<file path="config.mk">
export PLATFORM = sky130hd
export DESIGN_NAME = byte_word_packer_flat
export DESIGN_NICKNAME = d
export VERILOG_FILES = /design/src/rtl/byte_word_packer_if.sv /design/src/rtl/byte_word_packer.sv /design/src/flat_wrapper.sv
export SDC_FILE = /design/constraint.sdc
export NUM_CORES = 1
export LEC_CHECK = 0
export BUFFER_PORTS_ARGS = -buffer_cell sky130_fd_sc_hd__clkbuf_2
export CORE_ASPECT_RATIO = 0.9
export CORE_MARGIN = 2
export CORE_UTILIZATION = 45
export CTS_CLUSTER_SIZE = 14
export DETAILED_ROUTE_END_ITERATION = 12
export PLACE_DENSITY = 0.74
export SLEW_MARGIN = 20
export SYNTH_ARGS = -nofsm -noshare
export SYNTH_HDL_FRONTEND = slang
export SYNTH_SLANG_ARGS = --single-unit
export TNS_END_PERCENT = 100
</file>
<file path="constraint.sdc">
create_clock -name clk -period 2.1 [get_ports clk]
set_input_delay 0.42 -clock clk [delete_from_list [all_inputs] [get_ports clk]]
set_output_delay 0.42 -clock clk [all_outputs]
set_load 0.01 [all_outputs]
</file>
<file path="src/rtl/byte_word_packer_if.sv">
// Byte-stream-in / packed-word-out bundle for byte_word_packer.
// The master modport is the upstream byte source; the slave modport is the packer.
interface byte_word_packer_if #(
  parameter int NBYTES = 4,
  parameter int BW     = 8
);
  localparam int W  = NBYTES * BW;
  localparam int IW = $clog2(NBYTES + 1);

  logic          in_valid;
  logic          in_ready;
  logic [BW-1:0] in_data;
  logic          in_last;
  logic [W-1:0]  word_out;
  logic          word_load;
  logic [IW-1:0] word_bytes;
  logic          short_frame;
  logic          timeout;

  modport master (
    output in_valid, in_data, in_last,
    input  in_ready, word_out, word_load, word_bytes, short_frame, timeout
  );

  modport slave (
    input  in_valid, in_data, in_last,
    output in_ready, word_out, word_load, word_bytes, short_frame, timeout
  );
endinterface

</file>
<file path="src/rtl/byte_word_packer.sv">
// Packs a little-endian byte stream into NBYTES*BW words and strobes each word for one cycle.
// Optional idle-timeout flush of partial words is enabled by defining PACK_TIMEOUT_EN.
module byte_word_packer #(
  parameter int NBYTES    = 4,
  parameter int BW        = 8,
  parameter int TO_CYCLES = 16
) (
  input  logic              clk,
  input  logic              clear,
  byte_word_packer_if.slave bus
);
  localparam int W  = NBYTES * BW;
  localparam int IW = $clog2(NBYTES + 1);

  typedef enum logic [0:0] {
    FILL  = 1'b0,
    ISSUE = 1'b1
  } state_t;

  state_t        state_r;
  logic [W-1:0]  acc_r;
  logic [W-1:0]  acc_s;
  logic [W-1:0]  word_r;
  logic [IW-1:0] idx_r;
  logic [IW-1:0] bytes_r;
  logic          load_r;
  logic          short_r;
  logic          tout_r;
  logic          accept_s;
  logic          last_slot_s;
  logic          close_s;
  logic          to_fire_s;

  assign accept_s    = bus.in_valid & (state_r == FILL);
  assign last_slot_s = (idx_r == IW'(NBYTES - 1));
  assign close_s     = accept_s & (last_slot_s | bus.in_last);

  // Accumulator with the incoming byte merged at the current slot
  always_comb begin
    acc_s = acc_r;
    acc_s[int'(idx_r) * BW +: BW] = bus.in_data;
  end

`ifdef PACK_TIMEOUT_EN
  localparam int CW = $clog2(TO_CYCLES + 1);
  logic [CW-1:0] idle_r;
  logic          idling_s;

  assign idling_s  = (state_r == FILL) & (idx_r != IW'(0)) & ~bus.in_valid;
  assign to_fire_s = idling_s & (idle_r == CW'(TO_CYCLES - 1));

  // Idle counter: runs only while a partial word waits without new bytes
  always_ff @(posedge clk) begin
    if (clear) begin
      idle_r <= CW'(0);
    end else if (idling_s && !to_fire_s) begin
      idle_r <= idle_r + CW'(1);
    end else begin
      idle_r <= CW'(0);
    end
  end
`else
  assign to_fire_s = 1'b0;
`endif

  // Packer FSM; all outputs are registered and hold until the next issued word
  always_ff @(posedge clk) begin
    if (clear) begin
      state_r <= FILL;
      acc_r   <= W'(0);
      idx_r   <= IW'(0);
      word_r  <= W'(0);
      bytes_r <= IW'(0);
      load_r  <= 1'b0;
      short_r <= 1'b0;
      tout_r  <= 1'b0;
    end else begin
      load_r <= 1'b0;
      case (state_r)
        FILL: begin
          if (close_s) begin
            // Unfilled slots are already zero because the accumulator clears per word
            state_r <= ISSUE;
            word_r  <= acc_s;
            bytes_r <= idx_r + IW'(1);
            short_r <= ~last_slot_s;
            tout_r  <= 1'b0;
            load_r  <= 1'b1;
            acc_r   <= W'(0);
            idx_r   <= IW'(0);
          end else if (accept_s) begin
            acc_r <= acc_s;
            idx_r <= idx_r + IW'(1);
          end else if (to_fire_s) begin
            state_r <= ISSUE;
            word_r  <= acc_r;
            bytes_r <= idx_r;
            short_r <= 1'b0;
            tout_r  <= 1'b1;
            load_r  <= 1'b1;
            acc_r   <= W'(0);
            idx_r   <= IW'(0);
          end else begin
            state_r <= FILL;
          end
        end
        ISSUE: begin
          state_r <= FILL;
        end
        default: begin
          state_r <= FILL;
        end
      endcase
    end
  end

  assign bus.in_ready    = (state_r == FILL);
  assign bus.word_out    = word_r;
  assign bus.word_load   = load_r;
  assign bus.word_bytes  = bytes_r;
  assign bus.short_frame = short_r;
  assign bus.timeout     = tout_r;
endmodule

</file>
<file path="src/flat_wrapper.sv">
// flat-port wrapper written by rule: the top's interface ports become plain ports
module byte_word_packer_flat 
#(
  parameter int NBYTES    = 4,
  parameter int BW        = 8,
  parameter int TO_CYCLES = 16
)
  (clk, clear, bus_in_valid, bus_in_data, bus_in_last, bus_in_ready, bus_word_out, bus_word_load, bus_word_bytes, bus_short_frame, bus_timeout);
  byte_word_packer_if #(.NBYTES(NBYTES), .BW(BW)) bus_i ();
  input  logic clk;
  input  logic clear;
  input wire logic [$bits(bus_i.in_valid)-1:0] bus_in_valid;
  input wire logic [$bits(bus_i.in_data)-1:0] bus_in_data;
  input wire logic [$bits(bus_i.in_last)-1:0] bus_in_last;
  output wire logic [$bits(bus_i.in_ready)-1:0] bus_in_ready;
  output wire logic [$bits(bus_i.word_out)-1:0] bus_word_out;
  output wire logic [$bits(bus_i.word_load)-1:0] bus_word_load;
  output wire logic [$bits(bus_i.word_bytes)-1:0] bus_word_bytes;
  output wire logic [$bits(bus_i.short_frame)-1:0] bus_short_frame;
  output wire logic [$bits(bus_i.timeout)-1:0] bus_timeout;
  assign bus_i.in_valid = bus_in_valid;
  assign bus_i.in_data = bus_in_data;
  assign bus_i.in_last = bus_in_last;
  assign bus_in_ready = bus_i.in_ready;
  assign bus_word_out = bus_i.word_out;
  assign bus_word_load = bus_i.word_load;
  assign bus_word_bytes = bus_i.word_bytes;
  assign bus_short_frame = bus_i.short_frame;
  assign bus_timeout = bus_i.timeout;
  byte_word_packer #(.NBYTES(NBYTES), .BW(BW), .TO_CYCLES(TO_CYCLES)) u_core (.clk(clk), .clear(clear), .bus(bus_i));
endmodule
</file>
==> summary.txt <==
Routing
  • Metal3 WL: ~440 um
  • Vias per cell: 5.38
  • Drt first pass iters: 5
  • Routed length on met2: ~3000 um
  • Met1 wire length: 3500 um
  • WL per Instance: 14.6 um
  • Routed via count: 2588
  • 1st-iter DRT viols: 98
  • Top Metal Used: met4
  • Wire length after detailed routing: between 7000 and 8000 um
  • Post-route DRC: 0
  • Remaining antenna violation count: 0

Synthesis
  • EDFF count, synth: 0
  • Syn Area/Cell: 9.37 sq um
  • Ys Warns: 0
  • Post-Syn Instances: approximately 330
  • Mapped Nets: 350
  • Post-synth cell types: 37
  • Main synth FF type: dfxtp_1
  • Synth async-reset ratio: 0%
  • Cell Area, Synth: 0.00313 sq mm
  • Yosys reg bits: 72
  • Post-synthesis sequential area ratio: roughly 46%

Timing
  • Final Cycle Share: between 90% and 100%
  • Clock skew: 0.00329 ns
  • Rel. slew slack: between 60% and 70%
  • Fin. max-slew vios: 0
  • Period minus WS final: 2.00 ns
  • Setup TNS: 0 ns
  • Post-layout worst setup margin: between 0.09 and 0.1 ns
  • Fmax: between 400 and 500 MHz
  • Final hold vios: 0
  • Worst Max-Slew Pin Slew: between 0.5 and 0.6 ns
  • Setup Viol. Count Final: 0
  • RSZ-0062 raised after global routing: yes

Clock network
  • CTS Hold Bufs: 0
  • Clock Sinks: 72
  • H-tree Lvls: 3
  • CTS max path bufs: 2
  • CTS root buffer: clkbuf_8
  • Clk pin slew, worst setup/hold paths: 0.07 ns
  • TritonCTS buffer count: 9
  • Clk_lat worst skew: 0.35 ns
  • TritonCTS clock tree: built

Place
  • # port buffers: just under 50
  • Hpwl dp: 4910 um
  • Place WS: 0.0642 ns
  • GPL Wtd Cong: 0.867
  • DP Area: 0.00347 sq mm

Die
  • Die Y: 83.1 um
  • Rows: 28
  • Die width: 91.9 um
  • Die area: between 0.007 and 0.008 sq mm
  • Placeable Area: 0.00666 sq mm
  • Starting density of the core: 47.0%
  • IO Count: 51

Worst setup path
  • Worst Setup End Kind: flip-flop
  • Slowest cell on crit path: dfxtp_1
  • Crit path max fanout: 14
  • Required @ worst endpoint: roughly 2.4 ns
  • Crit-path cells: inv_1 > ha_1 > ha_1 > and2b_1 > o2111ai_4 > buf_8 > mux2i_1 > a211oi_1
  • Worst Setup Start Kind: flip-flop
  • Arr. time, crit path: 2.26 ns
  • R2r setup slk: around 0.097 ns
  • Worst Path Class, Setup: reg -> reg
  • CP most frequent cell: ha_1
  • Critical Path Max Stage Delay: between 0.3 and 0.4 ns

Global routing
  • Initial antenna violation count: 0
  • Vias in the first global route: 2427
  • Largest net degree at the start of global routing: 36
  • First-pass GRT wire length: around 12000 um
  • GR Util All Layers: 19.0%
  • Grt total ovfl: 0

Pwr
  • Power per cell area: 763 mW/mm^2
  • Worst VDD drop: 0.457 mV
  • Pleak: 1.41 nW

Worst hold path
  • Min-delay worst type: in -> reg

Flow run
  • Max-cap violations: 0

Cells and area
  • Post-synthesis to final-layout area growth: 17.7%
  • Final Cell Area: 0.00368 sq mm
  • Nets: 402
  • Layout cell share with drive strength beyond 1: 26.3%
  • Diode count: 0

Run status
  • Outcome: finished clean
## sequential cells by signal (all words and copies together), names as in the netlist
| name | count |
|---|---|
| u_core.bus.word_bytes | 3 |
| u_core.bus.short_frame | 1 |
| u_core.bus.word_out | 32 |
| u_core.acc_r | 32 |
| u_core.state_r | 1 |
| u_core.idx_r | 3 |
## cell usage after synthesis, types with 2 or more instances
| cell type | instances | share of area [%] |
|---|---|---|
| a211oi_1 | 18 | 4.3 |
| a21oi_1 | 4 | 0.64 |
| a22oi_1 | 17 | 4.1 |
| a311oi_1 | 15 | 4.2 |
| buf_2 | 10 | 1.6 |
| buf_4 | 5 | 1.2 |
| buf_6 | 2 | 0.72 |
| clkbuf_1 | 8 | 0.96 |
| dfxtp_1 | 72 | 46 |
| ha_1 | 4 | 1.6 |
| inv_1 | 12 | 1.4 |
| mux2i_1 | 16 | 5.1 |
| nand2_1 | 37 | 4.4 |
| nand2b_1 | 17 | 3.4 |
| nor2_1 | 59 | 7.1 |
| nor2_2 | 2 | 0.40 |
| o21ai_2 | 2 | 0.56 |
| o32ai_1 | 8 | 2.2 |
| o32ai_2 | 8 | 4.2 |
## per-stage QoR
step                      hold slack (ns)  instances  util [%]  total power, mW
after detailed placement            0.468        463      52.1             1.83
after global routing                0.456        481      55.3             2.94
after CTS                           0.426        479      54.9             2.84
final                               0.442        481      55.3             2.81
after global placement              0.453        463      52.1             1.82
after floorplan                     0.455        334         -             1.70
## path summary, 6_finish.rpt
kind | start | endpoint | depth (start not counted)
hold / removal | bus_in_data[7] | u_core.bus.word_out[15] | 3
setup reg to reg | u_core.idx_r[0] | u_core.bus.word_out[16] | 8
setup / recovery | u_core.idx_r[0] | u_core.bus.word_out[16] | 8
hold reg to reg | u_core.bus.word_bytes[1] | u_core.bus.word_bytes[1] | 2
## layout by cell type (no fill, tap or decap), types with 2 or more instances in the layout
cell      count
a211oi_1     18
a21oi_1       4
a22oi_1      17
a311oi_1     14
a311oi_2      2
buf_4        17
clkbuf_2     49
clkbuf_8     12
clkinv_2      3
dfxtp_1      72
ha_1          4
inv_1        12
mux2i_1      16
nand2_1      37
nand2b_1     17
nor2_1       59
nor2_4        2
o21ai_2       2
o32ai_1       8
o32ai_2       8
## timing repair
item / 4_1_cts / 5_1_grt
hold endpoints to repair: 0 / 0
endpoints found under the setup margin: 0 / 22
gates resized for setup: 0 / 4
setup buffers: 0 / 2
## report_power, final
part | switching (mW) | total, mW | internal (mW)
clock | 0.495 | 1.02 | 0.520
combinational | 0.219 | 0.350 | 0.131
sequential | 0.0273 | 1.44 | 1.42
## area by class of cell
cell class / count / area [sq um]
clock inverters: 3 / 15.0
fillers: 627 / 2970
inverters: 12 / 45.0
flip-flops and latches: 72 / 1440
repair buffers: 67 / 388
clock buffers: 13 / 169
well taps: 90 / 113
multi-input cells: 224 / 1510
## cell families (layout without fill, tap and decap cells)
kind of cell    Yosys count  count (layout)  synth area share, %
compound gates           76              76                 22.3
simple gates            127             127                 18.8
fa+ha+maj                 4               4                 1.60
other cells               1               1                0.120
mux                      16              16                 5.12
flops                    72              72                 46.0
buf+inv                  38              95                 6.04
## per-layer routing
layer	vias to the layer above	GRT usage, %
li1	1291	-
met1	1219	26.2
met2	72	27.1
met3	6	7.35
met4	0	5.97
met5	-	0
## critical path: cells and delay by family (launching register included)
family,cells,cell delay (ns)
AO/OA/AOI/OAI,2,0.40
adder cells (fa/ha/maj),2,0.55
buffers and inverters,2,0.29
flip-flops,1,0.36
multiplexers,1,0.13
AND/OR/NAND/NOR,1,0.18
Power figures use the tool's default switching activity.
